[src/rtl/permutation_pkg.sv]
// Shared ASCON definitions: state geometry, round-constant table and S-box table.
// The round datapath modules and the permutation top all import this package.
package ascon_pack;

  // x0..x4 live at indices [0]..[4], each one 64-bit word.
  typedef logic [4:0][63:0] type_state;

  localparam int unsigned NUM_ROUNDS = 12;

  localparam logic [7:0] ROUND_CONST [NUM_ROUNDS] = '{
    8'hf0, 8'he1, 8'hd2, 8'hc3, 8'hb4, 8'ha5,
    8'h96, 8'h87, 8'h78, 8'h69, 8'h5a, 8'h4b
  };

  localparam logic [4:0] SBOX_TABLE [32] = '{
    5'h04, 5'h0b, 5'h1f, 5'h14, 5'h1a, 5'h15, 5'h09, 5'h02,
    5'h1b, 5'h05, 5'h08, 5'h12, 5'h1d, 5'h03, 5'h06, 5'h1c,
    5'h1e, 5'h13, 5'h07, 5'h0e, 5'h00, 5'h0d, 5'h11, 5'h18,
    5'h10, 5'h0c, 5'h01, 5'h19, 5'h16, 5'h0a, 5'h0f, 5'h17
  };

  // Round indices 12..15 fall outside the table and add nothing.
  function automatic logic [7:0] round_const(input logic [3:0] round);
    logic [7:0] c;
    c = 8'h00;
    if (round < 4'd12) c = ROUND_CONST[round];
    return c;
  endfunction

  function automatic logic [63:0] rotr64(input logic [63:0] x, input int unsigned n);
    return (x >> n) | (x << (64 - n));
  endfunction

endpackage

[src/rtl/permutation_layers.sv]
// Combinational round layers of the ASCON permutation: constant addition,
// S-box substitution (64 parallel 5-bit S-boxes) and linear diffusion.
module constant_addition
  import ascon_pack::*;
(
  input  type_state    x_i,
  input  logic [3:0]   round_i,
  output type_state    x_o
);
  always_comb begin
    x_o          = x_i;
    x_o[2][7:0]  = x_i[2][7:0] ^ round_const(round_i);
  end
endmodule

module sbox
  import ascon_pack::*;
(
  input  logic [4:0] x_i,
  output logic [4:0] y_o
);
  assign y_o = SBOX_TABLE[x_i];
endmodule

module substitution_layer
  import ascon_pack::*;
(
  input  type_state x_i,
  output type_state x_o
);
  // Each bit column j forms one 5-bit S-box word with x0 as the MSB.
  for (genvar j = 0; j < 64; j++) begin : g_col
    logic [4:0] col_out;
    sbox u_sbox (
      .x_i ({x_i[0][j], x_i[1][j], x_i[2][j], x_i[3][j], x_i[4][j]}),
      .y_o (col_out)
    );
    assign x_o[0][j] = col_out[4];
    assign x_o[1][j] = col_out[3];
    assign x_o[2][j] = col_out[2];
    assign x_o[3][j] = col_out[1];
    assign x_o[4][j] = col_out[0];
  end
endmodule

module diffusion_layer
  import ascon_pack::*;
(
  input  type_state x_i,
  output type_state x_o
);
  assign x_o[0] = x_i[0] ^ rotr64(x_i[0], 19) ^ rotr64(x_i[0], 28);
  assign x_o[1] = x_i[1] ^ rotr64(x_i[1], 61) ^ rotr64(x_i[1], 39);
  assign x_o[2] = x_i[2] ^ rotr64(x_i[2],  1) ^ rotr64(x_i[2],  6);
  assign x_o[3] = x_i[3] ^ rotr64(x_i[3], 10) ^ rotr64(x_i[3], 17);
  assign x_o[4] = x_i[4] ^ rotr64(x_i[4],  7) ^ rotr64(x_i[4], 41);
endmodule

[src/rtl/permutation.sv]
// One ASCON round per clock: round input is either a fresh state or the
// registered state; the result of pL(pS(pC(.))) is captured every edge.
module permutation
  import ascon_pack::*;
(
  input  logic       clock_i,
  input  logic       resetb_i,
  input  logic       select_i,
  input  type_state  permutation_i,
  input  logic [3:0] roundp_i,
  output type_state  permutation_o
);
  type_state state_q;
  type_state state_d;
  type_state round_in;
  type_state after_pc;
  type_state after_ps;

  assign round_in = select_i ? permutation_i : state_q;

  constant_addition u_pc (
    .x_i     (round_in),
    .round_i (roundp_i),
    .x_o     (after_pc)
  );

  substitution_layer u_ps (
    .x_i (after_pc),
    .x_o (after_ps)
  );

  diffusion_layer u_pl (
    .x_i (after_ps),
    .x_o (state_d)
  );

  // resetb_i is active-high despite its name.
  always_ff @(posedge clock_i or posedge resetb_i) begin
    if (resetb_i) state_q <= '0;
    else          state_q <= state_d;
  end

  assign permutation_o = state_q;
endmodule

[config.mk]
export PLATFORM = sky130hd
export DESIGN_NAME = permutation
export DESIGN_NICKNAME = d
export VERILOG_FILES = /design/src/rtl/permutation_pkg.sv /design/src/rtl/permutation_layers.sv /design/src/rtl/permutation.sv
export SDC_FILE = /design/constraint.sdc
export NUM_CORES = 1
export LEC_CHECK = 0
export BUFFER_PORTS_ARGS = -buffer_cell sky130_fd_sc_hd__buf_2
export CELL_PAD_IN_SITES_DETAIL_PLACEMENT = 0
export CELL_PAD_IN_SITES_GLOBAL_PLACEMENT = 2
export CORE_AREA = 2 2 294 296
export CTS_CLUSTER_SIZE = 28
export DETAILED_ROUTE_END_ITERATION = 6
export DIE_AREA = 0 0 296 298
export PLACE_DENSITY = 0.79
export SETUP_SLACK_MARGIN = 0.4
export SYNTH_ARGS = -nofsm -noshare
export SYNTH_HDL_FRONTEND = slang
export SYNTH_SLANG_ARGS = --single-unit
[constraint.sdc]
create_clock -name clock_i -period 12.4 [get_ports clock_i]
set_clock_uncertainty 0.05 [all_clocks]
set_input_delay 1.24 -clock clock_i [delete_from_list [all_inputs] [get_ports clock_i]]
set_output_delay 1.24 -clock clock_i [all_outputs]
set_load 0.03 [all_outputs]
==> results of run 1 <==
## worst paths after layout
path,start,end,slack (ns),cells past startpoint
max,select_i,permutation_o[68],7.26,12
min,resetb_i,permutation_o[155],0.75,2
max reg2reg,permutation_o[70],permutation_o[70],9.23,6
min reg2reg,permutation_o[54],permutation_o[229],0.87,4
max in group asynchronous,resetb_i,permutation_o[82],9.88,3
min in group clock_i,permutation_o[54],permutation_o[229],0.87,4
## cells in the mapped netlist, drive strengths merged
master	number
xnor2	763
mux2i	502
dfrtp	320
xor2	292
ha	170
nand2	155
inv	126
a21oi	114
o21ai	107
mux2	74
buf	60
nor2b	43
nor2	32
maj3	20
a21boi	15
o22ai	15
a211oi	3
a32oi	3
a22oi	2
a31o	2
nand2b	2
nand3b	2
and2	1
clkbuf	1
nand4	1
o211ai	1
o21a	1
o31ai	1
o32ai	1
or3	1
or3b	1
xnor3	1
xor3	1
## logic make-up after synthesis
logic type / count (synthesis)
XOR/XNOR: 1057
multiplexers: 576
flip-flops: 320
AO/OA/AOI/OAI: 265
AND/OR/NAND/NOR: 238
adder cells (fa/ha/maj): 190
buffers and inverters: 187
## layout make-up
cell class | instances | area [µm²] | share of cell area (%)
Antenna cell | 6 | 15.01 | 0.04243
Clock buffer | 60 | 1220 | 3.447
Clock inverter | 16 | 177.7 | 0.5020
Inverter | 126 | 480.5 | 1.358
Multi-Input combinational cell | 2326 | 20580 | 58.14
Sequential cell | 320 | 8008 | 22.63
Tap cell | 1144 | 1431 | 4.045
Timing Repair Buffer | 671 | 3481 | 9.836
## stage by stage
| step | util [%] | worst slack [ns] |
|---|---|---|
| after floorplan | - | 2.254 |
| after CTS | 41.68 | 7.384 |
| after detailed placement | 40.03 | 6.797 |
| final | 41.69 | 7.260 |
| after global placement | 40.02 | 6.785 |
| after global routing | 41.68 | 7.110 |
## layer usage
metal / vias up / track usage, % / wire length (µm)
met5: - / 0 / 178
met4: 26 / 10.88 / 5505
met3: 197 / 5.841 / 10880
met2: 1008 / 53.42 / 69130
met1: 11963 / 41.50 / 59460
li1: 10688 / - / -
## worst max-delay path, stage by stage
cell and delay (ns):
sky130_fd_sc_hd__buf_8 0.59, sky130_fd_sc_hd__buf_12 0.53, sky130_fd_sc_hd__buf_12 0.58, sky130_fd_sc_hd__mux2i_1 0.31, sky130_fd_sc_hd__ha_1 0.30, sky130_fd_sc_hd__nor2b_1 0.17
sky130_fd_sc_hd__a21oi_1 0.14, sky130_fd_sc_hd__o21ai_0 0.09, sky130_fd_sc_hd__ha_1 0.50, sky130_fd_sc_hd__xor2_1 0.42, sky130_fd_sc_hd__xnor2_1 0.14, sky130_fd_sc_hd__xnor2_1 0.15
==> Implementation_results.wiki, run 1 <==
{| class="wikitable"
! Metric !! Value
|-
| Max transition margin || 4.755%
|-
| Post_cts resized || 0
|-
| Post-route cell area || about 35,000 µm²
|-
| Clock slew at reported path FFs || about 0.06 ns
|-
| Finish-stage setup viols || 0
|-
| Arrival time of the worst setup path || approximately 5.5 ns
|-
| Placement Rows || approximately 110
|-
| Routed wire per std cell || approximately 31 µm
|-
| Top Ports || approximately 650
|-
| Post-CTS Setup Repair Bufs || 0
|-
| Non-filler cells in the finished layout || between 4,000 and 5,000
|-
| Chip height || between 200 and 300 µm
|-
| Later-pin clock latency in the skew report || between 0.5 and 0.6 ns
|-
| Total number of vias || 23,882
|-
| Library cells used by synthesis || 47
|-
| Final period util || approximately 41%
|-
| Area of the core || between 80,000 and 90,000 µm²
|-
| Fraction of the yosys area taken by sequential cells || between 20% and 30%
|-
| Total number of H-tree levels || 2
|-
| Buffers added on ports || ~650
|-
| Data required time at the worst endpoint || around 13 ns
|-
| Worst Setup Path Type || input pin to flop
|-
| Clock tree from TritonCTS || built
|-
| Portion of netlist area occupied by mux cells || 20.74%
|-
| Overall global routing resource usage || about a third
|-
| Fraction of post-synthesis cell area in the top cell type by area || about 27%
|-
| Worst Setup End Kind || flop
|-
| Maximum buffer depth of the clock tree || 3
|-
| Placed Instance Area || 33,980 µm²
|-
| Compound-gate portion of the synthesized area || under 10%
|-
| Post-layout net count || between 3,000 and 4,000
|-
| Detailed-routing iteration count for the pre-antenna-repair pass || 5
|-
| Largest net degree at the start of global routing || ~150
|-
| # fillers || between 8,000 and 9,000
|-
| Average via count per standard cell || 5.115
|-
| Setup TNS after final layout || 0 ns
|-
| Leading cell type in the layout, fill and taps excluded || sky130_fd_sc_hd__xnor2_1
|-
| Die X || 296 µm
|-
| Tightest Hold Check Type || input pin to asynchronous set/reset pin
|-
| Setup repair after global routing missed its margin || no
|-
| Initial DRC Count || just under 2,000
|-
| Initial Utilization || roughly a third
|-
| Mean instance size in the synthesized netlist || about 10 µm²
|-
| Layout cell share with drive strength beyond 1 || between 20% and 30%
|-
| Global route overflow || 0
|-
| Detailed Route WL || approximately 150,000 µm
|-
| Min cycle time layout || 5.140 ns
|-
| DP Cell Count || ~4,600
|-
| Initial antenna violation count || 23
|-
| Total number of yosys warnings || 0
|-
| Leading post-synthesis cells by cell area || sky130_fd_sc_hd__dfrtp_1 (27%), sky130_fd_sc_hd__xnor2_1 (23%), sky130_fd_sc_hd__mux2i_1 (15%), sky130_fd_sc_hd__xor2_1 (8.2%), sky130_fd_sc_hd__ha_1 (7.2%)
|-
| Xor/xnor cell area share of the yosys netlist || about a third
|-
| Number of flip-flops in the largest register || 320
|-
| Worst-case hold slack || 0.7488 ns
|-
| # hold bufs at CTS || 0
|-
| Dominant cell type by area after synthesis || sky130_fd_sc_hd__dfrtp_1
|-
| FF+latch count, synth || 320
|-
| Wire length of the first global-routing pass || 194,300 µm
|-
| Global placement routability congestion || 0.9582
|-
| Area Growth Syn to Fin || 19.78%
|-
| Run status || complete, no violations
|-
| Synthesized Nets || around 3,300
|-
| Post-synthesis share of cell area spent on and, or, nand and nor gates || around 3.5%
|-
| Cell Area, Synth || between 20,000 and 30,000 µm²
|-
| Share of synthesized cell area in full adder, half adder and majority cells || under 10%
|-
| Via count of the first global-routing pass || between 20,000 and 25,000
|-
| Dominant combinational cell family by area after synthesis || XOR/XNOR gates
|-
| Clock sink count || 320
|-
| Master cell of the clock root buffer || sky130_fd_sc_hd__clkbuf_16
|-
| FMAX || about 190 MHz
|-
| CTS Buf Count || 42
|-
| ANT nets after route || 0
|-
| Number of DRC violations after detailed routing || 0
|-
| Number of max-cap violations || 0
|-
| CP Max Fanout || approximately 120
|-
| Final count of hold timing violations || 0
|-
| Instance count of the mapped netlist || roughly 2,800
|-
| Highest-count cells in the layout ignoring fill and taps || sky130_fd_sc_hd__xnor2_1 (759), sky130_fd_sc_hd__buf_2 (645), sky130_fd_sc_hd__mux2i_1 (457)
|-
| Type of element launching the critical path || input pin
|-
| Total Die Area || between 80,000 and 90,000 µm²
|-
| Max-slew violations || 0
|-
| Detailed-placement wirelength estimate || about 120,000 µm
|-
| Least-Margin Pin Slew || about 1.4 ns
|}
Power of run 1 is left out: the tool's default activity adds up to more than one toggle a clock period on the data nets, which glitch-free logic cannot reach.
==> run 2, diff against run 1 <==
Settings changed: ABC_AREA set to 1, CORE_AREA 2 2 294 296 to 2 2 350 352, DIE_AREA 0 0 296 298 to 0 0 352 354, PLACE_DENSITY 0.79 to 0.76.
Clock period 12.4 ns to 4.55 ns, I/O delays scaled along.
==> Implementation_results.wiki, run 2 <==
{| class="wikitable"
! Metric !! Value
|-
| Max VDD drop || roughly 0.34 mV
|-
| Master cell of the clock root buffer || sky130_fd_sc_hd__clkbuf_16
|-
| Tightest Hold Check Type || input pin to flop
|-
| Clock sink count || 320
|-
| Global route overflow || 0
|-
| Die X || 352 µm
|-
| Detailed-placement wirelength estimate || about 180,000 µm
|-
| Library cells used by synthesis || between 40 and 50
|-
| Finish-stage setup viols || 0
|-
| Post-route cell area || 39,480 µm²
|-
| # fillers || 13,655
|-
| CTS Buf Count || between 40 and 50
|-
| Number of DRC violations after detailed routing || 0
|-
| Chip height || between 300 and 400 µm
|-
| Met2 Resource Use GR || 51.44%
|-
| Worst Setup Path Type || input pin to flop
|-
| Placement Rows || about 130
|-
| Setup repair after global routing missed its margin || no
|-
| Fraction of the yosys area taken by sequential cells || between 20 and 25%
|-
| Number of max-cap violations || 0
|-
| Met1 capacity usage during global routing || 40.51%
|-
| Clock slew at reported path FFs || roughly 0.06 ns
|-
| Leading cell type in the layout, fill and taps excluded || sky130_fd_sc_hd__nand2_1
|-
| Highest-count cells in the layout ignoring fill and taps || sky130_fd_sc_hd__nand2_1 (2,349), sky130_fd_sc_hd__inv_1 (808), sky130_fd_sc_hd__buf_2 (645)
|-
| Post-synth ARST share || 100.0%
|-
| Total number of yosys warnings || 0
|-
| Cell Area, Synth || approximately 32,000 µm²
|-
| Area Growth Syn to Fin || 22.09%
|-
| Sequential Area || between 8000 and 9000 µm²
|-
| FMAX || 308.2 MHz
|-
| Detailed-routing iteration count for the pre-antenna-repair pass || 6
|-
| Maximum buffer depth of the clock tree || 3
|-
| Total number of H-tree levels || 2
|-
| Final period util || between 70% and 80%
|-
| Later-pin clock latency in the skew report || about 0.67 ns
|-
| Prevailing post-synth register cell || sky130_fd_sc_hd__dfrtp_1
|-
| Mean instance size in the synthesized netlist || roughly 6 µm²
|-
| Type of element launching the critical path || input pin
|-
| Area of the core || between 100,000 and 150,000 µm²
|-
| FF+latch count, synth || 320
|-
| Wire length of the first global-routing pass || 269,300 µm
|-
| Worst Setup End Kind || flop
|-
| Routed wire per std cell || 26.63 µm
|-
| Largest net degree at the start of global routing || 110
|-
| Average via count per standard cell || between 4 and 5
|-
| Number of synthesized flops with an enable pin || 0
|-
| Max stage delay cell, worst path || sky130_fd_sc_hd__ha_1
|-
| Initial Utilization || 26.74%
|-
| ANT nets after route || 0
|-
| Placed Instance Area || 37,780 µm²
|-
| Detailed Route WL || roughly 200,000 µm
|-
| Fraction of post-synthesis cell area in the top cell type by area || between 20 and 30%
|-
| Arrival time of the worst setup path || 3.74 ns
|-
| Number of flip-flops in the largest register || between 300 and 400
|-
| Final count of hold timing violations || 0
|-
| Setup TNS after final layout || 0 ns
|-
| Area of combinational cells with multiple inputs || about 21,000 µm²
|-
| Total number of vias || ~37,000
|-
| Dominant cell type by area after synthesis || sky130_fd_sc_hd__nand2_1
|-
| Via count of the first global-routing pass || 33,566
|-
| Total Die Area || 124,600 µm²
|-
| Busiest grt layer || met2
|-
| Library cell with the highest instance count after synthesis || sky130_fd_sc_hd__nand2_1
|-
| Met3 Use GR || around 5.4%
|-
| Initial antenna violation count || 17
|-
| Run status || complete, no violations
|-
| Top Ports || ~650
|-
| Overall global routing resource usage || about 31%
|-
| Layout cell share with drive strength beyond 1 || between 15 and 20%
|-
| Max transition margin || 34.19%
|-
| Initial DRC Count || ~3,800
|-
| Areal power density over the cells || ~1000 nW/µm²
|-
| Data required time at the worst endpoint || 5.04 ns
|-
| Leading post-synthesis cells by cell area || sky130_fd_sc_hd__nand2_1 (27%), sky130_fd_sc_hd__dfrtp_1 (25%), sky130_fd_sc_hd__inv_1 (9.4%), sky130_fd_sc_hd__ha_1 (6.6%), sky130_fd_sc_hd__xor2_1 (6.3%)
|-
| Clock tree from TritonCTS || built
|-
| LEAKAGE || roughly 23 nW
|-
| Post_cts resized || 0
|-
| CP Max Fanout || 42
|-
| Post-layout net count || ~6,400
|-
| Critical Path Max Stage Delay || between 0.5 and 0.6 ns
|-
| Global placement routability congestion || about 1.0
|-
| Critical path cell sequence || buf_8 -> inv_6 -> buf_12 -> buf_4 -> nand2_1 -> nand2_1 -> ha_1 -> nand2_1 -> o221ai_1 -> ha_1 -> xor2_1 -> xor2_1 -> inv_1
|-
| Max-slew violations || 0
|-
| Crit path top cell by count || sky130_fd_sc_hd__nand2_1
|-
| DP Cell Count || between 7,000 and 8,000
|-
| Synthesized Nets || 5,743
|-
| Min cycle time layout || 3.245 ns
|-
| Buffers added on ports || ~650
|-
| Instance count of the mapped netlist || approximately 5,200
|-
| Non-filler cells in the finished layout || between 7,000 and 8,000
|-
| Least-Margin Pin Slew || ~1 ns
|-
| Top post-synthesis cells by count || sky130_fd_sc_hd__nand2_1 (2,349), sky130_fd_sc_hd__inv_1 (809), sky130_fd_sc_hd__nand3_1 (350), sky130_fd_sc_hd__dfrtp_1 (320), sky130_fd_sc_hd__xor2_1 (233)
|}
==> run 2: what timing repair did <==
action	in CTS	in global routing
endpoints found under the setup margin	0	0
setup buffers	0	0
hold buffers	1	0
endpoints found under the hold margin	12	0
==> run 2: report_power, final <==
part / total (mW) / switching [mW] / internal [mW]
Sequential: 6.81 / 2.21 / 4.60
Clock: 4.22 / 1.72 / 2.50
Combinational: 29.2 / 21.3 / 7.87
Total: 40.2 / 25.2 / 15.0
==> run 2: worst max-delay path: cells and delay by family <==
kind                       cells  cell delay, ns
AOI/OAI and AO/OA              1            0.13
xor gates and xnor gates       2            0.53
adders and majority gates      2            0.82
buffers and inverters          5            1.21
and+or+nand+nor                3            0.41
==> run 2: metal layers <==
metal	vias to the layer above	routed length, µm	part of all wire (%)
met3	258	15080	7.4
met5	-	27	0.013
li1	17423	-	-
met4	4	9537	4.7
met1	17527	85430	42
met2	1616	92610	46
==> run 2: layout make-up <==
class	count	area share, %
Multi-Input combinational cell	4025	52.44
Sequential cell	320	20.28
Timing Repair Buffer	725	10.01
Inverter	821	7.828
Tap cell	1625	5.150
Clock buffer	62	3.350
Clock inverter	26	0.8968
Antenna cell	7	0.04437
==> run 2: final timing paths <==
path | from | depth (start not counted) | slack, ns | end
worst min register to register | permutation_o[16] | 6 | 0.93 | permutation_o[83]
min in group asynchronous | resetb_i | 3 | 0.43 | permutation_o[40]
worst max register to register | permutation_o[217] | 10 | 1.49 | permutation_o[92]
worst min-delay path | permutation_i[64] | 6 | 0.41 | permutation_o[0]
max in group asynchronous | resetb_i | 4 | 2.82 | permutation_o[246]
worst max-delay path | select_i | 13 | 1.31 | permutation_o[102]
==> run 2: stage by stage <==
step                hold WS, ns  util [%]  power [mW]  setup slack [ns]
CTS                      0.3900     32.64       39.70             1.458
floorplan                0.7840         -       22.83           -0.2218
detailed placement       0.5489     31.24       35.27            0.7609
global route             0.4526     32.64       42.22             1.205
global placement         0.5449     31.24       35.39            0.7593
finish                   0.4131     32.65       40.22             1.305
==> run 2: logic make-up (layout without fill, tap and decap cells) <==
| group | after synthesis | in the layout | synth area share (%) |
|---|---|---|---|
| adder cells (fa/ha/maj) | 170 | 170 | 6.578 |
| other | 0 | 7 | 0 |
| AND/OR/NAND/NOR | 2907 | 2907 | 35.57 |
| flip-flops | 320 | 320 | 24.76 |
| buffers and inverters | 901 | 1634 | 11.21 |
| AO/OA/AOI/OAI | 539 | 539 | 10.23 |
| XOR/XNOR | 409 | 409 | 11.65 |
No activity file was read; power rests on OpenSTA's default activity.
